File: config.mk
export PLATFORM = sky130hd
export DESIGN_NAME = mux_rr_sequencer
export DESIGN_NICKNAME = d
export VERILOG_FILES = /design/src/rtl/mux_rr_sequencer.sv
export SDC_FILE = /design/constraint.sdc
export NUM_CORES = 1
export LEC_CHECK = 0
export ABC_AREA = 1
export BUFFER_PORTS_ARGS = -buffer_cell sky130_fd_sc_hd__buf_2
export CORE_MARGIN = 5
export CORE_UTILIZATION = 60
export DETAILED_ROUTE_END_ITERATION = 16
export PLACE_DENSITY_LB_ADDON = 0.05
export SLEW_MARGIN = 20
export SYNTH_ARGS = -nofsm -noshare
export SYNTH_HDL_FRONTEND = slang
export SYNTH_SLANG_ARGS = --single-unit
File: constraint.sdc
create_clock -name i_clk -period 3.24 [get_ports i_clk]
set_clock_uncertainty 0.1 [all_clocks]
set_input_delay 0.324 -clock i_clk [delete_from_list [all_inputs] [get_ports i_clk]]
set_output_delay 0.324 -clock i_clk [all_outputs]
set_load 0.05 [all_outputs]
File: src/rtl/mux_rr_sequencer.sv
// -----------------------------------------------------------------------------
// mux_rr_sequencer
//
// Round-robin channel sequencer for a 4:1 multiplexer. It scans four request
// lines and steers the mux select to the next requesting channel after the
// last one served. It then waits DWELL settle cycles, captures the mux output
// and offers the captured sample on a valid/ready port.
//
// Parameters
//   DW        data width, equal to the mux data width
//   DWELL     settle cycles between a select change and the capture (1..255)
//
// Ports
//   i_clk     rising-edge clock
//   i_rst     asynchronous, active-high reset
//   i_req     per-channel request (bit i = mux input i)
//   i_x       mux output, a combinational function of o_sel
//   o_sel     registered mux select
//   o_dout    captured sample
//   o_dch     channel index of o_dout
//   o_dvalid  sample valid
//   i_dready  consumer accepts the sample when high together with o_dvalid
//   o_ovf     sticky drop flag
//
// Optional feature (macro MUX_SEQ_TIMEOUT_EN)
//   When the macro is defined, a sample is dropped after 16 HOLD cycles
//   without i_dready, and o_ovf is set until reset. When the macro is not
//   defined, HOLD waits indefinitely and o_ovf is tied low.
// -----------------------------------------------------------------------------
module mux_rr_sequencer #(
    parameter int DW    = 2,
    parameter int DWELL = 4
) (
    input  logic          i_clk,
    input  logic          i_rst,
    input  logic [3:0]    i_req,
    input  logic [DW-1:0] i_x,
    output logic [1:0]    o_sel,
    output logic [DW-1:0] o_dout,
    output logic [1:0]    o_dch,
    output logic          o_dvalid,
    input  logic          i_dready,
    output logic          o_ovf
);

    typedef enum logic [1:0] {
        S_IDLE   = 2'd0,
        S_SETTLE = 2'd1,
        S_HOLD   = 2'd2
    } state_t;

    // First requesting channel searching last+1, last+2, ... (mod 4).
    function automatic logic [1:0] rr_pick(input logic [3:0] req, input logic [1:0] last);
        logic [1:0] idx;
        logic [1:0] pick;
        logic       found;
        pick  = last;
        found = 1'b0;
        for (int k = 1; k <= 4; k++) begin
            idx = last + 2'(k);
            if (!found && req[idx]) begin
                pick  = idx;
                found = 1'b1;
            end else begin
                found = found;
            end
        end
        return pick;
    endfunction

    state_t        r_state, w_state_nx;
    logic [1:0]    r_sel, w_sel_nx;
    logic [7:0]    r_cnt, w_cnt_nx;
    logic [DW-1:0] r_dout, w_dout_nx;
    logic [1:0]    r_dch, w_dch_nx;
    logic          r_dvalid, w_dvalid_nx;
    logic [1:0]    r_last, w_last_nx;
`ifdef MUX_SEQ_TIMEOUT_EN
    logic [3:0]    r_tmo, w_tmo_nx;
    logic          r_ovf, w_ovf_nx;
`endif

    // State and datapath registers.
    always_ff @(posedge i_clk or posedge i_rst) begin
        if (i_rst) begin
            r_state  <= S_IDLE;
            r_sel    <= 2'd0;
            r_cnt    <= 8'd0;
            r_dout   <= '0;
            r_dch    <= 2'd0;
            r_dvalid <= 1'b0;
            r_last   <= 2'd3;
`ifdef MUX_SEQ_TIMEOUT_EN
            r_tmo    <= 4'd0;
            r_ovf    <= 1'b0;
`endif
        end else begin
            r_state  <= w_state_nx;
            r_sel    <= w_sel_nx;
            r_cnt    <= w_cnt_nx;
            r_dout   <= w_dout_nx;
            r_dch    <= w_dch_nx;
            r_dvalid <= w_dvalid_nx;
            r_last   <= w_last_nx;
`ifdef MUX_SEQ_TIMEOUT_EN
            r_tmo    <= w_tmo_nx;
            r_ovf    <= w_ovf_nx;
`endif
        end
    end

    // Next-state and next-register logic; everything holds unless changed.
    always_comb begin
        w_state_nx  = r_state;
        w_sel_nx    = r_sel;
        w_cnt_nx    = r_cnt;
        w_dout_nx   = r_dout;
        w_dch_nx    = r_dch;
        w_dvalid_nx = r_dvalid;
        w_last_nx   = r_last;
`ifdef MUX_SEQ_TIMEOUT_EN
        w_tmo_nx    = r_tmo;
        w_ovf_nx    = r_ovf;
`endif
        case (r_state)
            S_IDLE: begin
                if (i_req != 4'b0000) begin
                    w_sel_nx   = rr_pick(i_req, r_last);
                    w_cnt_nx   = 8'(DWELL - 1);
                    w_state_nx = S_SETTLE;
                end else begin
                    w_state_nx = S_IDLE;
                end
            end
            S_SETTLE: begin
                // The capture happens on the DWELL-th cycle after the select change.
                if (r_cnt == 8'd0) begin
                    w_dout_nx   = i_x;
                    w_dch_nx    = r_sel;
                    w_dvalid_nx = 1'b1;
`ifdef MUX_SEQ_TIMEOUT_EN
                    w_tmo_nx    = 4'd0;
`endif
                    w_state_nx  = S_HOLD;
                end else begin
                    w_cnt_nx = r_cnt - 8'd1;
                end
            end
            S_HOLD: begin
                if (i_dready) begin
                    w_dvalid_nx = 1'b0;
                    w_last_nx   = r_sel;
                    w_state_nx  = S_IDLE;
                end else begin
`ifdef MUX_SEQ_TIMEOUT_EN
                    // The sixteenth stalled cycle drops the sample.
                    if (r_tmo == 4'd15) begin
                        w_dvalid_nx = 1'b0;
                        w_ovf_nx    = 1'b1;
                        w_last_nx   = r_sel;
                        w_state_nx  = S_IDLE;
                    end else begin
                        w_tmo_nx = r_tmo + 4'd1;
                    end
`else
                    w_state_nx = S_HOLD;
`endif
                end
            end
            default: begin
                w_state_nx  = S_IDLE;
                w_dvalid_nx = 1'b0;
            end
        endcase
    end

    assign o_sel    = r_sel;
    assign o_dout   = r_dout;
    assign o_dch    = r_dch;
    assign o_dvalid = r_dvalid;
`ifdef MUX_SEQ_TIMEOUT_EN
    assign o_ovf    = r_ovf;
`else
    assign o_ovf    = 1'b0;
`endif

endmodule

* Yosys cells after proc, flatten, opt, wreduce, memory -nomap -nowiden
Index checks and enable logic that the tools add are counted.
** Word-level totals
- Bits of input ports :: 9
- Output and inout port bits :: 8
- Word-level logic and storage cells :: 68
- Register bits after elaboration :: 19
** Operators by class
- Bitwise logic cells :: 1
- Add/sub/neg operators :: 4
- Magnitude comparators :: 4
- Eq/ne operators :: 6
- Reduce and logical (&&, ||, !) cells :: 15
- Muxes and demuxes :: 31
** Operators with widths (number)
- $mux W1 :: 16
- $mux W8 :: 2
- $pmux W8 S2 :: 1
- $lt A2 B3 Y1 const B :: 4
- $mux W2 :: 6
- $bmux W1 S2 :: 4
- $logic_not A8 Y1 :: 1
- $ne A2 B2 Y1 const B :: 4
- $sub A8 B1 Y8 const B :: 1
- $pmux W2 S3 :: 1
- $reduce_and A2 Y1 :: 3
- $reduce_and A3 Y1 :: 2
- $add A2 B2 Y2 const B :: 2
- $reduce_bool A4 Y1 :: 1
- $logic_and A1 B1 Y1 :: 3
- $logic_not A1 Y1 :: 3
- $pmux W1 S3 :: 1
- $add A2 B1 Y2 const B :: 1
- $eq A2 B1 Y1 const B :: 1
- $eq A2 B2 Y1 const B :: 1
- $logic_not A2 Y1 :: 1
- $reduce_bool A2 Y1 :: 1
- $not A1 Y1 :: 1

* Logic depth before layout (Yosys ltp)
- Depth after elaboration :: 19
- Gate-level depth with buffers :: 12
- Mapped depth without buffers :: 11

* Worst setup path before layout
No wires, ideal clock.
- Path kind :: register to register
- From :: register r_cnt[0]
- To :: register r_dout[0], in the netlist o_dout[0]
- Buffers on the path :: 0
- Library setup time :: 0.128 ns
- Required time :: 3.012 ns
- Arrival :: 1.321 ns
- Period minus slack after synthesis :: 1.549 ns
- Cell stages (with the launch flop) :: 7
- Setup slack :: 1.691 ns
- Cell sequence :: dfrtp_1 -> inv_1 -> ha_1 -> inv_1 -> nor3_4 -> nand3_2 -> mux2_1
** On the way
- Cells in the longest elaborated chain, start to end :: 2
** RTL lines
- start: declaration :: line 73 : logic [7:0] r_cnt, w_cnt_nx;
- start signal: assignment :: line 100 : r_cnt <= w_cnt_nx;
- $logic_not A8 Y1 :: line 137 : if (r_cnt == 8'd0) begin
- $reduce_and A2 Y1 (no line)
- end signal: assignment :: line 101 : r_dout <= w_dout_nx;
- end: declaration :: line 74 : logic [DW-1:0] r_dout, w_dout_nx;
No other way between the ends.
A chain may end at the register's enable or synchronous reset.

* Final worst setup path
- From :: register r_cnt[0]
- To :: register r_cnt[4]
** On the way
- Cells in the longest elaborated chain, start to end :: 3
- Elaborated cells on any way between the ends :: 6
- Those cells by class :: add/sub: 1; eq/ne: 1; mux: 2; reduce/logical: 2
** RTL lines (line)
- $sub A8 B1 Y8 / $logic_not A8 Y1 (equally long branches) :: 146, 137
- $mux W8 / $ne A2 B2 Y1 (equally long branches)
- $pmux W8 S2 / $reduce_and A3 Y1 (equally long branches)
Several ways; a longest one is shown, not always the timed one. The select of a mux whose other input is x is not followed.

==> metrics.cfg <==
[die]
core_region_area_um2 = 1940
die_y_um = 55.0
ioPinCount = 17
floorplan.die_area_um2 = 3030
die_w_um = 55.0
initial_utilization_pct = 62.6
placementRows = 16

[setup_path]
endpoint_kind = flip-flop
crit_path_max_fanout = 9
cp.required_ns = 3.36
worst-r2r-setup-slack_ns = 1.53
crit_type = flip-flop to flip-flop
start_kind = flip-flop
arrival_ns = 1.84

[yosys]
ys_warn_count = 0
yosysTopAreaCell = dfrtp_1
synthTopCellsByCount = nand2_1 (31), dfrtp_1 (17), nand2_2 (15)
yosysTopAreaCellShare_pct = 35.0
synthArstFlopShare_pct = 100
synth_nets = 156
synth_cells = 145
ys_seq_elements = 19
ys_types = 33
yosysMostFrequentCell = nand2_1
synth_edf_count = 0
synth-seq-area-share_pct = 39.3
ys_top_cells_by_area = dfrtp_1 (35%), nand2_1 (9.6%), nand2_2 (7.7%)
syn_avg_cell_area_um2 = 8.39
ys.flop_type = dfrtp_1
synthesis.area_um2 = 1220

[job]
cap_viol_max_count = 0

[detailed_routing]
avgViaCountPerCell = 5.24
topRoutingLayerUsed = met4
avgRoutedWirePerCell_um = 12.6
drc_errors = 0
finalWirelength_mm = 2.38
wl_met2_mm = 1.26
firstDrtPassIters = 4
vias = 991
wl_met1_um = 965
ant_nets = 0
met3_length_um = 115
drt-initial-drc-count = 31

[cts]
cts_buffer_depth = 2
htree_levels = 1
clock_sinks = 19
hold_buffers = 0
cts_tree = built
cts_resized = 0
numCtsBuffers = 3
clkLatencyLatePin_ns = 0.30
cts_setup_buffers = 0
cts-root-buf = clkbuf_4
path_clk_slew_ns = 0.11

[sta]
setup_violations = 0
hold_viol = 0
fin_crit_sh_pct = 52.8
finalCriticalPeriod_ns = 1.71
fmax_ghz = 0.584
worstMarginPinSlew_ns = 0.677
fin_ws_ns = 1.53
slew_headroom_pct = 54.8
slew_violations = 0
rsz0062_at_grt = no
fin_setup_tns_ns = 0

[global_routing]
grt_pass1_wl_mm = 4.12
overflow = 0
antenna_found_initial = 0
track_usage_pct = 19.6
grt_max_degree = 20
grt_pass1_vias = 927

[finish]
syn2layout_area_growth_pct = 9.67
drive_gt1_share_pct = 34.6
n_antenna_cell = 0
instances_no_fill = 189
fin_nets = 174

[power_and_ir_drop]
cellPowerDensity_nw_per_um2 = 1080
leakagePower_nw = 0.680
peakVddDrop_mv = 0.632

[placed_design]
place.port_buffers = 15
place_congestion = 0.898
pre_cts_ws_ns = 1.56
dp_hpwl_mm = 1.89
dp.cells = 185

[hold_path]
hp-class = input pin to asynchronous set/reset pin

[run_status]
status = finished clean

-- critical path, cell delays in order, from the launching register on --
cell and delay [ns]:
dfrtp_1 0.38, inv_1 0.18, ha_1 0.18, inv_1 0.06, nor3_4 0.16, nand2_2 0.09
nand2_2 0.10, nand2_4 0.10, inv_1 0.15, nand2_1 0.08, o31ai_2 0.06
-- registers in the layout (all words and copies together), names as in the netlist --
| name | flops |
|---|---|
| r_cnt | 8 |
| o_dch | 2 |
| o_dout | 2 |
| o_sel | 2 |
| r_last | 2 |
| r_state | 2 |
| o_dvalid | 1 |
-- worst paths after layout --
check                      startpoint        end  depth (start not counted)
setup / recovery             r_cnt[0]   r_cnt[4]                         10
hold / removal                  i_rst   r_cnt[0]                          2
max in group asynchronous       i_rst   o_dch[0]                          2
min in group i_clk             i_x[1]  o_dout[1]                          2
setup reg to reg             r_cnt[0]   r_cnt[4]                         10
hold reg to reg              o_dch[0]   o_dch[0]                          2
-- cells in the final DEF, fill, tap and decap left out, drive strengths merged, types with 2 or more instances in the layout --
cell	instances
a21oi	6
buf	15
clkbuf	3
dfrtp	17
dfstp	2
ha	2
inv	19
mux2	2
nand2	51
nand3	11
nand4	5
nor2	13
o21ai	6
xor2	2
-- cells by family (layout without fill, tap and decap cells) --
kind of cell	after synthesis	count (layout)	share of synthesized area [%]
muxes	2	2	1.85
other	1	1	0.308
adders and majority gates	2	2	2.06
AOI/OAI and AO/OA	15	15	7.72
buffers and inverters	21	38	8.03
xor gates and xnor gates	3	3	2.16
and+or+nand+nor	82	82	38.6
DFF	19	19	39.3
-- power breakdown --
group	internal, W	total, W	leakage [nW]	switching, W
Sequential	0.000345	0.000437	0.233	0.0000918
Clock	0.0000461	0.000121	0.0177	0.0000752
Combinational	0.000270	0.000880	0.430	0.000610
-- metrics by stage --
step / util (%) / hold slack, ns / instance area (um2) / power, W
after floorplan: - / 0.174 / 1220 / 0.00115
after global placement: 67.3 / 0.354 / 1310 / 0.00128
after detailed placement: 67.3 / 0.358 / 1310 / 0.00132
after CTS: 68.7 / 0.0272 / 1330 / 0.00144
after global routing: 68.7 / 0.0785 / 1330 / 0.00157
final: 68.7 / 0.00169 / 1330 / 0.00144
-- per-layer routing --
metal	up-vias	global-route usage (%)
li1	496	-
met1	462	22.1
met2	28	36.0
met3	5	4.02
met4	0	7.69
met5	-	0
-- layout make-up --
type	instances	area [um2]
Multi-Input combinational cell	105	641
Clock inverter	1	5.00
Sequential cell	19	478
Inverter	19	78.8
Timing Repair Buffer	15	75.1
Clock buffer	3	22.5
Fill cell	175	608
Tap cell	27	33.8
No activity file was read; power rests on OpenSTA's default activity.
